[src/rtl/intra_blk_scheduler.sv]
// Raster-order block issuer for the intraloop datapath, one block in flight.
// Optional stall counter enabled by defining INTRA_SCHED_PERF_EN.
module intra_blk_scheduler #(
  parameter int WIDTH  = 1280,
  parameter int LENGTH = 720,
  parameter int BLK    = 4
) (
  input  logic        clk,
  input  logic        reset,
  input  logic        frame_start,
  input  logic        enable,
  output logic        blk_valid,
  input  logic        blk_ready,
  input  logic        blk_done,
  output logic [31:0] mbnumber,
  output logic        busy,
  output logic        frame_done,
  output logic [15:0] blk_count
`ifdef INTRA_SCHED_PERF_EN
  ,
  output logic [31:0] stall_cycles
`endif
);

  localparam logic [15:0] STEP = 16'(BLK);
  localparam logic [15:0] W16  = 16'(WIDTH);
  localparam logic [15:0] LROW = 16'(LENGTH - BLK);
  localparam logic [15:0] LCOL = 16'(WIDTH - BLK);

  typedef enum logic [1:0] {
    IDLE,
    ISSUE,
    WAIT,
    DONE
  } state_e;

  state_e      state_q, state_d;
  logic [15:0] row_q, row_d;
  logic [15:0] col_q, col_d;
  logic [15:0] cnt_q, cnt_d;
  logic        vld_q, vld_d;
  logic        hs;
  logic        last;
  logic [15:0] col_nxt;

  assign hs      = vld_q && blk_ready;
  assign last    = (row_q == LROW) && (col_q == LCOL);
  assign col_nxt = col_q + STEP;

  always_comb begin
    state_d = state_q;
    row_d   = row_q;
    col_d   = col_q;
    cnt_d   = cnt_q;
    unique case (state_q)
      IDLE: begin
        if (frame_start) begin
          state_d = ISSUE;
          row_d   = '0;
          col_d   = '0;
          cnt_d   = '0;
        end
      end
      ISSUE: begin
        if (hs) state_d = WAIT;
      end
      WAIT: begin
        if (blk_done) begin
          cnt_d = cnt_q + 16'd1;
          if (last) begin
            state_d = DONE;
          end else begin
            state_d = ISSUE;
            if (col_nxt == W16) begin
              col_d = '0;
              row_d = row_q + STEP;
            end else begin
              col_d = col_nxt;
            end
          end
        end
      end
      DONE: state_d = IDLE;
      default: state_d = IDLE;
    endcase
    // Valid is loaded on entry to ISSUE so a block can issue in its first cycle
    vld_d = (state_d == ISSUE) && enable;
  end

  always_ff @(posedge clk or negedge reset) begin
    if (!reset) begin
      state_q <= IDLE;
      row_q   <= '0;
      col_q   <= '0;
      cnt_q   <= '0;
      vld_q   <= 1'b0;
    end else begin
      state_q <= state_d;
      row_q   <= row_d;
      col_q   <= col_d;
      cnt_q   <= cnt_d;
      vld_q   <= vld_d;
    end
  end

  assign blk_valid  = vld_q;
  assign mbnumber   = {row_q, col_q};
  assign busy       = (state_q != IDLE);
  assign frame_done = (state_q == DONE);
  assign blk_count  = cnt_q;

`ifdef INTRA_SCHED_PERF_EN
  logic [31:0] stall_q, stall_d;

  always_comb begin
    stall_d = stall_q;
    if (state_q == IDLE && frame_start) begin
      stall_d = '0;
    end else if (state_q == ISSUE && !hs && stall_q != 32'hFFFF_FFFF) begin
      stall_d = stall_q + 32'd1;
    end
  end

  always_ff @(posedge clk or negedge reset) begin
    if (!reset) begin
      stall_q <= '0;
    end else begin
      stall_q <= stall_d;
    end
  end

  assign stall_cycles = stall_q;
`endif

endmodule

[config.mk]
export PLATFORM = sky130hd
export DESIGN_NAME = intra_blk_scheduler
export DESIGN_NICKNAME = d
export VERILOG_FILES = /design/src/rtl/intra_blk_scheduler.sv
export SDC_FILE = /design/constraint.sdc
export NUM_CORES = 1
export LEC_CHECK = 0
export ABC_CLOCK_PERIOD_IN_PS = 2500
export CAP_MARGIN = 20
export CELL_PAD_IN_SITES_DETAIL_PLACEMENT = 0
export CELL_PAD_IN_SITES_GLOBAL_PLACEMENT = 1
export CORE_MARGIN = 2
export CORE_UTILIZATION = 35
export DETAILED_ROUTE_END_ITERATION = 6
export PLACE_DENSITY_LB_ADDON = 0.1
export REMOVE_ABC_BUFFERS = 1
export SYNTH_ARGS = -nofsm -noshare
export SYNTH_HDL_FRONTEND = slang
export SYNTH_SLANG_ARGS = --single-unit
[constraint.sdc]
create_clock -name clk -period 2.5 [get_ports clk]
set_input_delay 0.625 -clock clk [delete_from_list [all_inputs] [get_ports clk]]
set_output_delay 0.625 -clock clk [all_outputs]
set_load 0.02 [all_outputs]
==> run metrics, run 1 <==
initial antenna violation count=0; final setup violation count=0; DR pass1 iterations=4; fmax=between 400 and 500 MHz; yosys warns=0; CTS Buffer Depth=2; ANT nets after route=0; vias per inst=approximately 5.4; Congestion Overflow GR=0; Crit Path Category=reg -> reg; min Tclk post-route=around 2400 ps; CP endpoint kind=register; syn avg cell area=~8.7 um2; CP arrival=about 2700 ps; H-tree depth=2; DRT iter0 DRCs=between 100 and 150; Initial Util=0.357; TritonCTS clock tree=yes; crit-path cells=buf_4 > nand4_1 > buf_6 > a21oi_1 > o32a_1 > a2111o_1 > buf_12 > or4_1 > nand2_1; clock-pin slew on the worst setup and hold paths=approximately 100 ps; Syn-to-layout area delta=34.4%; DIE AREA=around 9000 um2; Via Count=around 2800; FF-to-FF setup slack=between 80 and 90 ps; crit-path max FO=19; setup_tns=0 ps; Hold Crit Class=in -> async; CP peak stage delay=460 ps; Leak=~0.0016 uW; GR Util All Layers=0.184; number of sinks on the clock net=47; overall die width=approximately 95 um; Final Hold Viols=0; Gate Count Post-Synth=335; RSZ-0062 raised after global routing=false; fin crit share=0.968; worst skew pair latency=about 310 ps; Max-Cap Viols=0; Routed Wire Length=8.03 mm; GPL Wtd Cong=about 0.9; PortBufs=52; Root Driver=clkbuf_8; Final Slew Violations=0; Synth area leaders=dfrtp_1 40%, nand2_1 5.9%, nor2_1 4.4%; Post-synth top flop=dfrtp_1; Synth area leader=dfrtp_1; slowest CP cell=dfrtp_2; Ant. Diodes=0; PwrDens=531 nW/um2; top-area cell type share of the netlist area=0.405; Die Y=approximately 95 um; CP required=about 2800 ps; post-route cell area=between 3000 and 4000 um2; DRC viols=0; WL/cell=approximately 16 um; critical path startpoint category=register; IO Count=between 50 and 60; placeable core region=a little over 8000 um2; status=finished, final reports clean; vias in the first global route=between 2000 and 3000; #FFs+latches synth=47; DP HPWL=around 5.7 mm; WHS=291 ps; first-pass GRT wire length=approximately 13 mm; Layout Nets=416; Cell Rows=33; Post-synth EDFFs=0; sequential-to-total area share from yosys stat=0.405; Setup Skew=roughly 11 ps; TritonCTS buffer count=5; Max VDD drop=roughly 0.22 mV; largest net degree at the start of global routing=between 40 and 50; post-place instance area=about 3700 um2; Netlist cell types=53; layout cell share with drive strength beyond 1=0.147; ys async rst share=1.00; Netlist Area Pre-Place=a little under 3000 um2
path summary, 6_finish.rpt:
path                               start             to  cells after the start
min reg2reg                blk_count[15]  blk_count[15]                      2
min in group clk           blk_count[15]  blk_count[15]                      2
max reg2reg                     col_q[3]       row_q[2]                      9
max in group asynchronous          reset       col_q[5]                      2
min                                reset       col_q[7]                      2
max                             col_q[3]       row_q[2]                      9
metrics by stage:
stage,setup slack [ps],util,cells,total power (uW)
finish,80.3,0.480,512,2070
global route,0.230,0.480,512,2180
CTS,12.7,0.473,509,2100
detailed placement,15.6,0.455,501,1400
global placement,25.9,0.455,501,1400
floorplan,-815,-,315,1120
synth_stat cells, drive strengths merged, types with 3 or more instances:
cell    number
dfrtp       47
nand2       46
nor2        34
nand3       19
o21ai       19
nor3        16
nand4       14
clkbuf      13
xor2        12
buf         10
mux2i       10
a32oi        8
nor2b        8
o211ai       7
a21oi        6
inv          5
or3          5
and3         4
ha           4
or2          4
or4          4
nor4b        3
o41ai        3
xnor2        3
cells by family after synthesis:
family | count (synthesis) | share of synthesized area
other cells | 1 | 0.00129
fa+ha+maj | 4 | 0.0172
buf+inv | 28 | 0.0461
flops | 47 | 0.405
compound gates | 58 | 0.149
simple gates | 170 | 0.293
mux | 12 | 0.0435
xor+xnor | 15 | 0.0452
sequential cells by signal (all words and copies together), names as in the netlist:
name / flops
blk_count: 16
blk_valid: 1
col_q: 14
row_q: 14
state_q: 2
metal layers:
metal	wire length, um	up-vias	track usage
met5	0	-	0
met4	71	0	0.0411
met3	284	7	0.0285
met2	3820	53	0.305
met1	3860	1354	0.254
li1	-	1355	-
report_power, final:
group / internal [uW] / total [uW] / switching, uW / leakage [uW]
clock: 399 / 679 / 280 / 0.0000644
combinational: 222 / 524 / 302 / 0.000944
sequential: 805 / 870 / 65.5 / 0.000631
total: 1430 / 2070 / 647 / 0.00164
critical path, delay by kind of cell, from the launching register on:
kind | cells | cell delay (ps)
AO/OA/AOI/OAI | 3 | 760
AND/OR/NAND/NOR | 3 | 640
buffers and inverters | 3 | 490
flip-flops | 1 | 460
layout make-up:
class,instances,area [um2]
Clock buffer,5,68.8
Inverter,5,18.8
Fill cell,799,4230
Tap cell,105,131
Multi-Input combinational cell,263,1650
Clock inverter,3,67.6
Timing Repair Buffer,84,788
Sequential cell,47,1180
layout by cell type (no fill, tap or decap), drive strengths merged, types with 6 or more instances in the layout:
cell type      count
clkdlybuf4s50     51
dfrtp             47
nand2             46
nor2              34
buf               33
nand3             19
o21ai             19
nor3              16
nand4             14
xor2              12
mux2i             10
nor2b              8
a32oi              8
o211ai             7
a21oi              6
what timing repair did:
item                       CTS  global route
pin swaps                    0             2
buffers inserted             0             3
gates resized for setup      2             9
hold buffers                 0             0
setup endpoints to repair    1             9
Note: power is estimated with default switching activity, not from simulation.
==> run 2: changes to the inputs <==
Settings changed: CTS_CLUSTER_SIZE set to 20.
==> results of run 2 <==
Final layout, timing and power as in run 1 (identical DEF).
==> run 3: changes to the inputs <==
Settings changed: SKIP_LAST_GASP set to 1.
==> run metrics, run 3 (synthesized netlist as in run 1, its figures left out) <==
clock power share=0.328; Max-Cap Viols=0; DRC viols=0; Root Driver=clkbuf_8; TritonCTS clock tree=yes; post-route cell area=about 3900 um2; vias in the first global route=around 2600; status=finished, final reports clean; worst reg2reg startpoint=col_q[3]; PwrDens=between 500 and 600 nW/um2; CP Launch Point=col_q[3]; Final Hold Viols=0; DP HPWL=around 5.7 mm; Setup crit end=row_q[2]; commonest cells after routing, fill and taps aside=51 x clkdlybuf4s50_1, 46 x nand2_1, 44 x dfrtp_1; most common cell after layout, fill and taps aside=clkdlybuf4s50_1; initial antenna violation count=0; post-route core utilization=0.479; WL/cell=approximately 16 um; Final Slew Violations=0; PortBufs=52; combinational share of power=0.253; post-place instance area=~3700 um2; sw frac=0.312; Die Y=95.1 um; Syn-to-layout area delta=34.1%; Hold Crit Class=in -> async; DIE AREA=~9000 um2; WHS=292 ps; GPL Wtd Cong=about 0.9; clock-pin slew on the worst setup and hold paths=about 100 ps; DR pass1 iterations=4; FF-to-FF setup slack=around 84 ps; crit-path max FO=19; Layout Nets=416; CP endpoint kind=register; Crit Path Category=reg -> reg; vias per inst=between 5 and 6; Initial Util=0.357; fin crit share=0.967; DRT iter0 DRCs=approximately 130; sequential power share=0.419; Setup Skew=just over 10 ps; placeable core region=about 8000 um2; TritonCTS buffer count=5; number of sinks on the clock net=47; first-pass GRT wire length=about 13 mm; min Tclk post-route=between 2000 and 2500 ps; final setup violation count=0; Leak=~0.0016 uW; IO Count=57; overall die width=approximately 95 um; Routed Wire Length=between 8 and 9 mm; ANT nets after route=0; Ant. Diodes=0; CP required=between 2000 and 3000 ps; fmax=between 400 and 500 MHz; largest net degree at the start of global routing=48; CP arrival=around 2700 ps; max FFs per register=16; Max VDD drop=0.221 mV; GR Util All Layers=0.184; RSZ-0062 raised after global routing=true; CTS Buffer Depth=2; Final Total Pwr=about 2100 uW; cts hold-fix bufs=0; critical path startpoint category=register; path depth of the worst reg2reg path=9; worst skew pair latency=approximately 310 ps; H-tree depth=2; Congestion Overflow GR=0; Switch Pwr=roughly 650 uW; Critical R2R Capture=row_q[2]; layout cell share with drive strength beyond 1=0.145; Via Count=2769; Cell Int Power=1430 uW; Cell Rows=33
## run 3: cell counts in the layout (fill, tap and decap cells not counted)
No cell type changed its count.
## run 3: routing by layer
layer / global-route usage / part of all wire
met5: 0 / 0
met4: 0.0411 / 0.0089
met3: 0.0285 / 0.033
met2: 0.305 / 0.48
met1: 0.254 / 0.48
## run 3: worst min-delay path by stage
stage / to / slack [ps] / start
finish: col_q[7] / 290 / reset
global route: col_q[4] / 300 / reset
CTS: col_q[4] / 300 / reset
detailed placement: blk_count[1] / 540 / blk_count[1]
global placement: blk_count[15] / 520 / blk_count[15]
floorplan: blk_count[0] / 330 / reset
## run 3: cell type report
cell class	instances	area, um2
Timing Repair Buffer	84	785
Tap cell	105	131
Sequential cell	47	1180
Multi-Input combinational cell	263	1650
Clock inverter	3	67.6
Inverter	5	18.8
Clock buffer	5	68.8
Fill cell	800	4240
## run 3: power by group through the flow
stage	Combinational (uW)	Sequential, uW	Clock (uW)
final	525	869	680
after global routing	577	878	723
after CTS	527	864	706
after detailed placement	526	878	0
after global placement	520	878	0
after floorplan	202	914	0
## run 3: critical path, cell delays in order, from the launching register on
cell and delay [ps]:
dfrtp_2 460, buf_4 160, nand4_1 150, buf_6 150, a21oi_1 60, o32a_1 280, a2111o_1 420, buf_12 180
or4_1 410, nand2_1 80
## run 3: timing repair
action                     in CTS  in global routing
setup endpoints to repair       1                  9
pin swaps                       0                  2
buffers inserted                0                  3
gates resized for setup         2                  7
hold endpoints to repair        0                  0
## run 3: per-stage QoR
stage,TNS [ps],instances,setup WS [ps]
global route,-13.9,512,-13.9
CTS,0,509,12.7
floorplan,-18400,315,-815
global placement,0,501,25.9
finish,0,512,83.6
detailed placement,0,501,15.6
